`config.mk`:
```
export PLATFORM = sky130hd
export DESIGN_NAME = simon_game_ctrl
export DESIGN_NICKNAME = d
export VERILOG_FILES = /design/src/rtl/simon_game_ctrl.sv
export SDC_FILE = /design/constraint.sdc
export NUM_CORES = 1
export LEC_CHECK = 0
export ABC_AREA = 1
export CAP_MARGIN = 15
export CORE_ASPECT_RATIO = 0.5
export CORE_MARGIN = 4
export CORE_UTILIZATION = 30
export CTS_CLUSTER_SIZE = 16
export DETAILED_ROUTE_END_ITERATION = 8
export PLACE_DENSITY_LB_ADDON = 0.3
export SLEW_MARGIN = 10
export SYNTH_ARGS = -nofsm -noshare
export SYNTH_HDL_FRONTEND = slang
export SYNTH_SLANG_ARGS = --single-unit
```
`constraint.sdc`:
```
create_clock -name clk -period 2.1 [get_ports clk]
set_input_delay 0.42 -clock clk [delete_from_list [all_inputs] [get_ports clk]]
set_output_delay 0.42 -clock clk [all_outputs]
set_load 0.03 [all_outputs]
```
`src/rtl/simon_game_ctrl.sv`:
```
// rtl/simon_game_ctrl.sv - Simon memory game controller with internal timers, score and LFSR sequence
module simon_game_ctrl #(
    parameter int          N_LIGHTS    = 4,
    parameter int          MAX_LEN     = 16,
    parameter int          SHOW_CYC    = 50,
    parameter int          GAP_CYC     = 25,
    parameter int          USER_TO_CYC = 500,
    parameter logic [15:0] SEED        = 16'hACE1,
    localparam int         IDX_W       = $clog2(N_LIGHTS),
    localparam int         SCORE_W     = $clog2(MAX_LEN + 1)
) (
    input  logic                clk,
    input  logic                rst,
    input  logic                start,
    input  logic [N_LIGHTS-1:0] sw,
    output logic [N_LIGHTS-1:0] lights,
    output logic                simons_turn,
    output logic                fini,
    output logic                win,
    output logic [SCORE_W-1:0]  score
);

    // One shared timer serves every timed state, so it must hold the largest count.
    localparam int T_MAX0 = (SHOW_CYC > GAP_CYC) ? SHOW_CYC : GAP_CYC;
    localparam int T_MAX  = (T_MAX0 > USER_TO_CYC) ? T_MAX0 : USER_TO_CYC;
    localparam int TMR_W  = $clog2(T_MAX);

    typedef enum logic [2:0] {
        IDLE, IDLE_PAUSE, PLAY, PLAY_PAUSE, REC, REC_WAIT, FAIL, WIN
    } stateT;

    stateT              state;
    stateT              nextState;
    logic [15:0]        freeCnt;
    logic [15:0]        gameSeed;
    logic [15:0]        lfsr;
    logic [TMR_W-1:0]   timer;
    logic [SCORE_W-1:0] step;

    logic [15:0]         lfsrNext;
    logic [15:0]         seedRaw;
    logic [15:0]         seedNew;
    logic [IDX_W-1:0]    expIdx;
    logic [N_LIGHTS-1:0] expected;
    logic [SCORE_W-1:0]  scoreInc;
    logic                showDone;
    logic                gapDone;
    logic                userTimeout;
    logic                stepLast;

    // Derived values: sequence position, seed candidate and phase-timer expiry flags.
    always_comb begin
        lfsrNext    = (lfsr >> 1) ^ (lfsr[0] ? 16'hB400 : 16'h0000);
        seedRaw     = freeCnt ^ SEED;
        seedNew     = (seedRaw == 16'h0000) ? SEED : seedRaw;
        expIdx      = lfsr[IDX_W-1:0];
        expected    = N_LIGHTS'(1) << expIdx;
        scoreInc    = score + SCORE_W'(1);
        showDone    = (timer == TMR_W'(SHOW_CYC - 1));
        gapDone     = (timer == TMR_W'(GAP_CYC - 1));
        userTimeout = (timer == TMR_W'(USER_TO_CYC - 1));
        stepLast    = (step == score);
    end

    // State register.
    always_ff @(posedge clk) begin
        if (rst) begin
            state <= IDLE;
        end else begin
            state <= nextState;
        end
    end

    // Next-state decision; a matching press outranks the timeout in the same cycle.
    always_comb begin
        nextState = state;
        case (state)
            IDLE, FAIL, WIN: if (start) nextState = IDLE_PAUSE;
            IDLE_PAUSE:      if (gapDone) nextState = PLAY;
            PLAY:            if (showDone) nextState = PLAY_PAUSE;
            PLAY_PAUSE:      if (gapDone) nextState = stepLast ? REC : PLAY;
            REC: begin
                if (sw == expected)        nextState = REC_WAIT;
                else if (sw != '0)         nextState = FAIL;
                else if (userTimeout)      nextState = FAIL;
            end
            REC_WAIT: begin
                if (sw == '0) begin
                    if (!stepLast)                           nextState = REC;
                    else if (scoreInc == SCORE_W'(MAX_LEN))  nextState = WIN;
                    else                                     nextState = IDLE_PAUSE;
                end
            end
            default: nextState = IDLE;
        endcase
    end

    // Datapath: free counter, seed capture, sequence LFSR, phase timer, step and score.
    always_ff @(posedge clk) begin
        if (rst) begin
            freeCnt  <= '0;
            gameSeed <= SEED;
            lfsr     <= SEED;
            timer    <= '0;
            step     <= '0;
            score    <= '0;
        end else begin
            freeCnt <= freeCnt + 16'd1;

            if (nextState != state) begin
                timer <= '0;
            end else if (state inside {IDLE_PAUSE, PLAY, PLAY_PAUSE, REC}) begin
                timer <= timer + TMR_W'(1);
            end

            case (state)
                IDLE, FAIL, WIN: begin
                    if (start) begin
                        gameSeed <= seedNew;
                        score    <= '0;
                    end
                end
                IDLE_PAUSE: begin
                    if (gapDone) begin
                        lfsr <= gameSeed;
                        step <= '0;
                    end
                end
                PLAY_PAUSE: begin
                    if (gapDone) begin
                        if (stepLast) begin
                            lfsr <= gameSeed;
                            step <= '0;
                        end else begin
                            lfsr <= lfsrNext;
                            step <= step + SCORE_W'(1);
                        end
                    end
                end
                REC_WAIT: begin
                    if (sw == '0) begin
                        if (stepLast) begin
                            score <= scoreInc;
                        end else begin
                            lfsr <= lfsrNext;
                            step <= step + SCORE_W'(1);
                        end
                    end
                end
                default: ;
            endcase
        end
    end

    // Moore outputs per state; during recall the LEDs mirror the switches directly.
    always_comb begin
        lights      = '0;
        simons_turn = 1'b0;
        fini        = 1'b0;
        win         = 1'b0;
        case (state)
            IDLE:             lights = '1;
            PLAY: begin
                lights      = expected;
                simons_turn = 1'b1;
            end
            PLAY_PAUSE:       simons_turn = 1'b1;
            REC, REC_WAIT:    lights = sw;
            FAIL:             fini = 1'b1;
            WIN: begin
                lights = '1;
                win    = 1'b1;
            end
            default:          lights = '0;
        endcase
    end

endmodule

```
==> impl_metrics.json <==
{
  "status": "finished clean",
  "maxSlewHeadroom_pct": 56.0,
  "cts_buffers": 9,
  "critical_path_class": "reg -> out",
  "ys_seq_area_share_pct": 36.4,
  "grt_max_degree": 23,
  "max_freq_mhz": 513,
  "synth_cells": 546,
  "cts.path.max_buffers": 2,
  "utilization_pct": 38.0,
  "nNetsFinal": 591,
  "design.core.area_mm2": 0.0122,
  "dp_slack_ns": 0.0130,
  "vias": 3443,
  "routed_wl_um": 8910,
  "synth_edf_count": 0,
  "drv_cap": 0,
  "syn_area_per_cell_um2": 7.04,
  "pwr-share-clk_pct": 46.6,
  "whs_ns": 0.457,
  "worst_ep_required_time_ns": 1.68,
  "fin_crit_sh_pct": 92.8,
  "diodes": 0,
  "die-height_um": 88.1,
  "drt_pass1_iterations": 4,
  "drive_above_1_share_pct": 14.8,
  "cp-start-kind": "register",
  "synth_warnings": 0,
  "num_rows": 28,
  "dp_hpwl_um": 6660,
  "worstSetupStartpoint": "state[2]",
  "fin_tns_setup_ns": 0,
  "final.setup.worst_slack_ns": 0.152,
  "synth-seq-cells": 70,
  "power_frac_seq_pct": 40.4,
  "first_global_vias": 3329,
  "p_sw_share_pct": 25.5,
  "design_area_mm2": 0.00462,
  "p_switching_uw": 903,
  "ys.flop_type": "dfxtp_1",
  "yosys.cell_types.count": 39,
  "area_growth_pct": 20.2,
  "rsz0062_at_grt": "true",
  "postCtsSetupBuffers": 0,
  "ys_top_cells_by_count": "nand2_1, dfxtp_1, inv_1, nor2_1, nand3_1",
  "vias_per_cell": 4.61,
  "worstPathArrival_ns": 1.53,
  "die_area_mm2": 0.0148,
  "worst-path-max-fanout": 7,
  "gp_congestion": 0.847,
  "peakVddDrop_mv": 0.335,
  "p_total_mw": 3.54,
  "initial_core_util_pct": 31.6,
  "synthTopCellsByArea": "dfxtp_1, nand2_1, inv_1, nand3_1, nor2_1",
  "rr_endpoint": "timer[6]",
  "synthArstFlopShare_pct": 0,
  "netlist.area_leader.share_pct": 36.4,
  "cts_root_buf": "clkbuf_16",
  "syn_nets": 560,
  "clk_pin_slew_ns": 0.05,
  "wire_per_inst_um": 11.9,
  "rr_startpoint": "score[1]",
  "portBuffers": 18,
  "crit_end": "lights[3]",
  "clkSinkCount": 70,
  "setup_violations": 0,
  "hp-class": "reg -> reg",
  "htreeDepth": 3,
  "pwr-share-comb_pct": 12.9,
  "synth_most_common_cell": "nand2_1",
  "dp_cells": 731,
  "yosys.area.top_type": "dfxtp_1",
  "reg2regPathDepth": 11,
  "fp.dieW_um": 168,
  "grt_pass1_wl_um": 15500,
  "track_usage_pct": 13.0,
  "tightest_slew_ns": 0.656,
  "final_cell_count_no_fill": 747,
  "p_per_area_mw_per_mm2": 766,
  "cts_tree": "done",
  "io_pins": 19,
  "postPlaceCellArea_mm2": 0.00428,
  "r2r_setup_slack_ns": 0.22,
  "clock_latency_ns": 0.33,
  "antenna_found_initial": 0,
  "overflow": 0,
  "postRouteAntennaNets": 0,
  "finalCriticalPeriod_ns": 1.95,
  "end_kind": "primary output",
  "synth_area_mm2": 0.00385,
  "finalHoldViolCount": 0,
  "drc_errors": 0,
  "power.leakage_nw": 1.89,
  "cts_hold_buf": 0,
  "final_max_slew_viol_count": 0,
  "drtIter0Drc": 188,
  "skew_ns": 0.00654,
  "p_int_mw": 2.64
}
-- kinds of logic (layout without fill, tap and decap cells) --
kind of cell,count (synthesis),in the layout,synth area share [%]
compound gates,86,86,14.2
fa+ha+maj,7,7,2.28
simple gates,276,276,33.7
flops,70,70,36.4
buf+inv,92,128,9.79
xor+xnor,15,15,3.61
-- flip-flops by register name (all words and copies together), names as in the netlist --
name      cells
freeCnt      16
gameSeed     16
lfsr         16
score         5
state         3
step          5
timer         9
-- worst min-delay path by stage --
stage | startpoint | to | slack, ns | cells after the start
floorplan | gameSeed[12] | gameSeed[12] | 0.44 | 2
global placement | gameSeed[8] | gameSeed[8] | 0.45 | 2
detailed placement | gameSeed[14] | gameSeed[14] | 0.45 | 2
CTS | gameSeed[14] | gameSeed[14] | 0.46 | 2
global route | gameSeed[14] | gameSeed[14] | 0.47 | 2
finish | gameSeed[14] | gameSeed[14] | 0.46 | 2
-- timing repair --
item                                    in CTS  in global routing
resized for setup                            4                  7
hold endpoints to repair                     0                  0
endpoints found under the setup margin       6                 12
-- cell usage in the layout, fill, tap and decap left out, types with 3 or more instances in the layout --
master           instances
a21oi_1                 30
buf_4                   22
clkbuf_16                9
clkdlybuf4s50_1         11
dfxtp_1                 67
dfxtp_2                  3
dlygate4sd2_1            3
ha_1                     7
inv_1                   64
inv_2                   10
nand2_1                136
nand2_2                  5
nand3_1                 43
nand4_1                  9
nor2_1                  44
nor2_4                   6
nor3_1                  10
nor3_2                   8
nor4_1                   4
o211a_1                  6
o211ai_1                 7
o211ai_2                 3
o21ai_0                 20
o21ai_1                  3
o221ai_1                 3
o22ai_1                  9
or2_0                    3
xnor2_1                  6
xor2_1                   8
-- power by group through the flow --
| stage | clock network [mW] | registers, mW | logic [mW] |
|---|---|---|---|
| floorplan | 0 | 1.44 | 0.339 |
| global placement | 0 | 1.46 | 0.456 |
| detailed placement | 0 | 1.46 | 0.459 |
| CTS | 1.70 | 1.43 | 0.460 |
| global route | 1.76 | 1.44 | 0.514 |
| finish | 1.65 | 1.43 | 0.458 |
-- area by class of cell --
type	instances	area, um2
clock buffers	11	243
flip-flops and latches	70	1410
well taps	165	206
repair buffers	37	322
inverters	75	284
clock inverters	5	82.6
multi-input cells	384	2080
fillers	1252	7530
-- per-layer routing --
metal / wire length, um / part of all wire, % / global-route usage [%] / up-vias
met5: 0 / 0 / 0 / -
met3: 289 / 3.2 / 3.97 / 8
met2: 4130 / 46 / 22.1 / 42
met1: 4410 / 50 / 15.8 / 1548
met4: 81 / 0.91 / 5.08 / 0
li1: - / - / - / 1845
-- worst max-delay path, cell delays in order, from the launching register on --
cell      delay [ns]
dfxtp_2         0.37
inv_4           0.11
nand2_2         0.11
nor2_4          0.14
inv_1           0.11
o221ai_1        0.17
buf_4           0.19
Power figures use the tool's default switching activity.
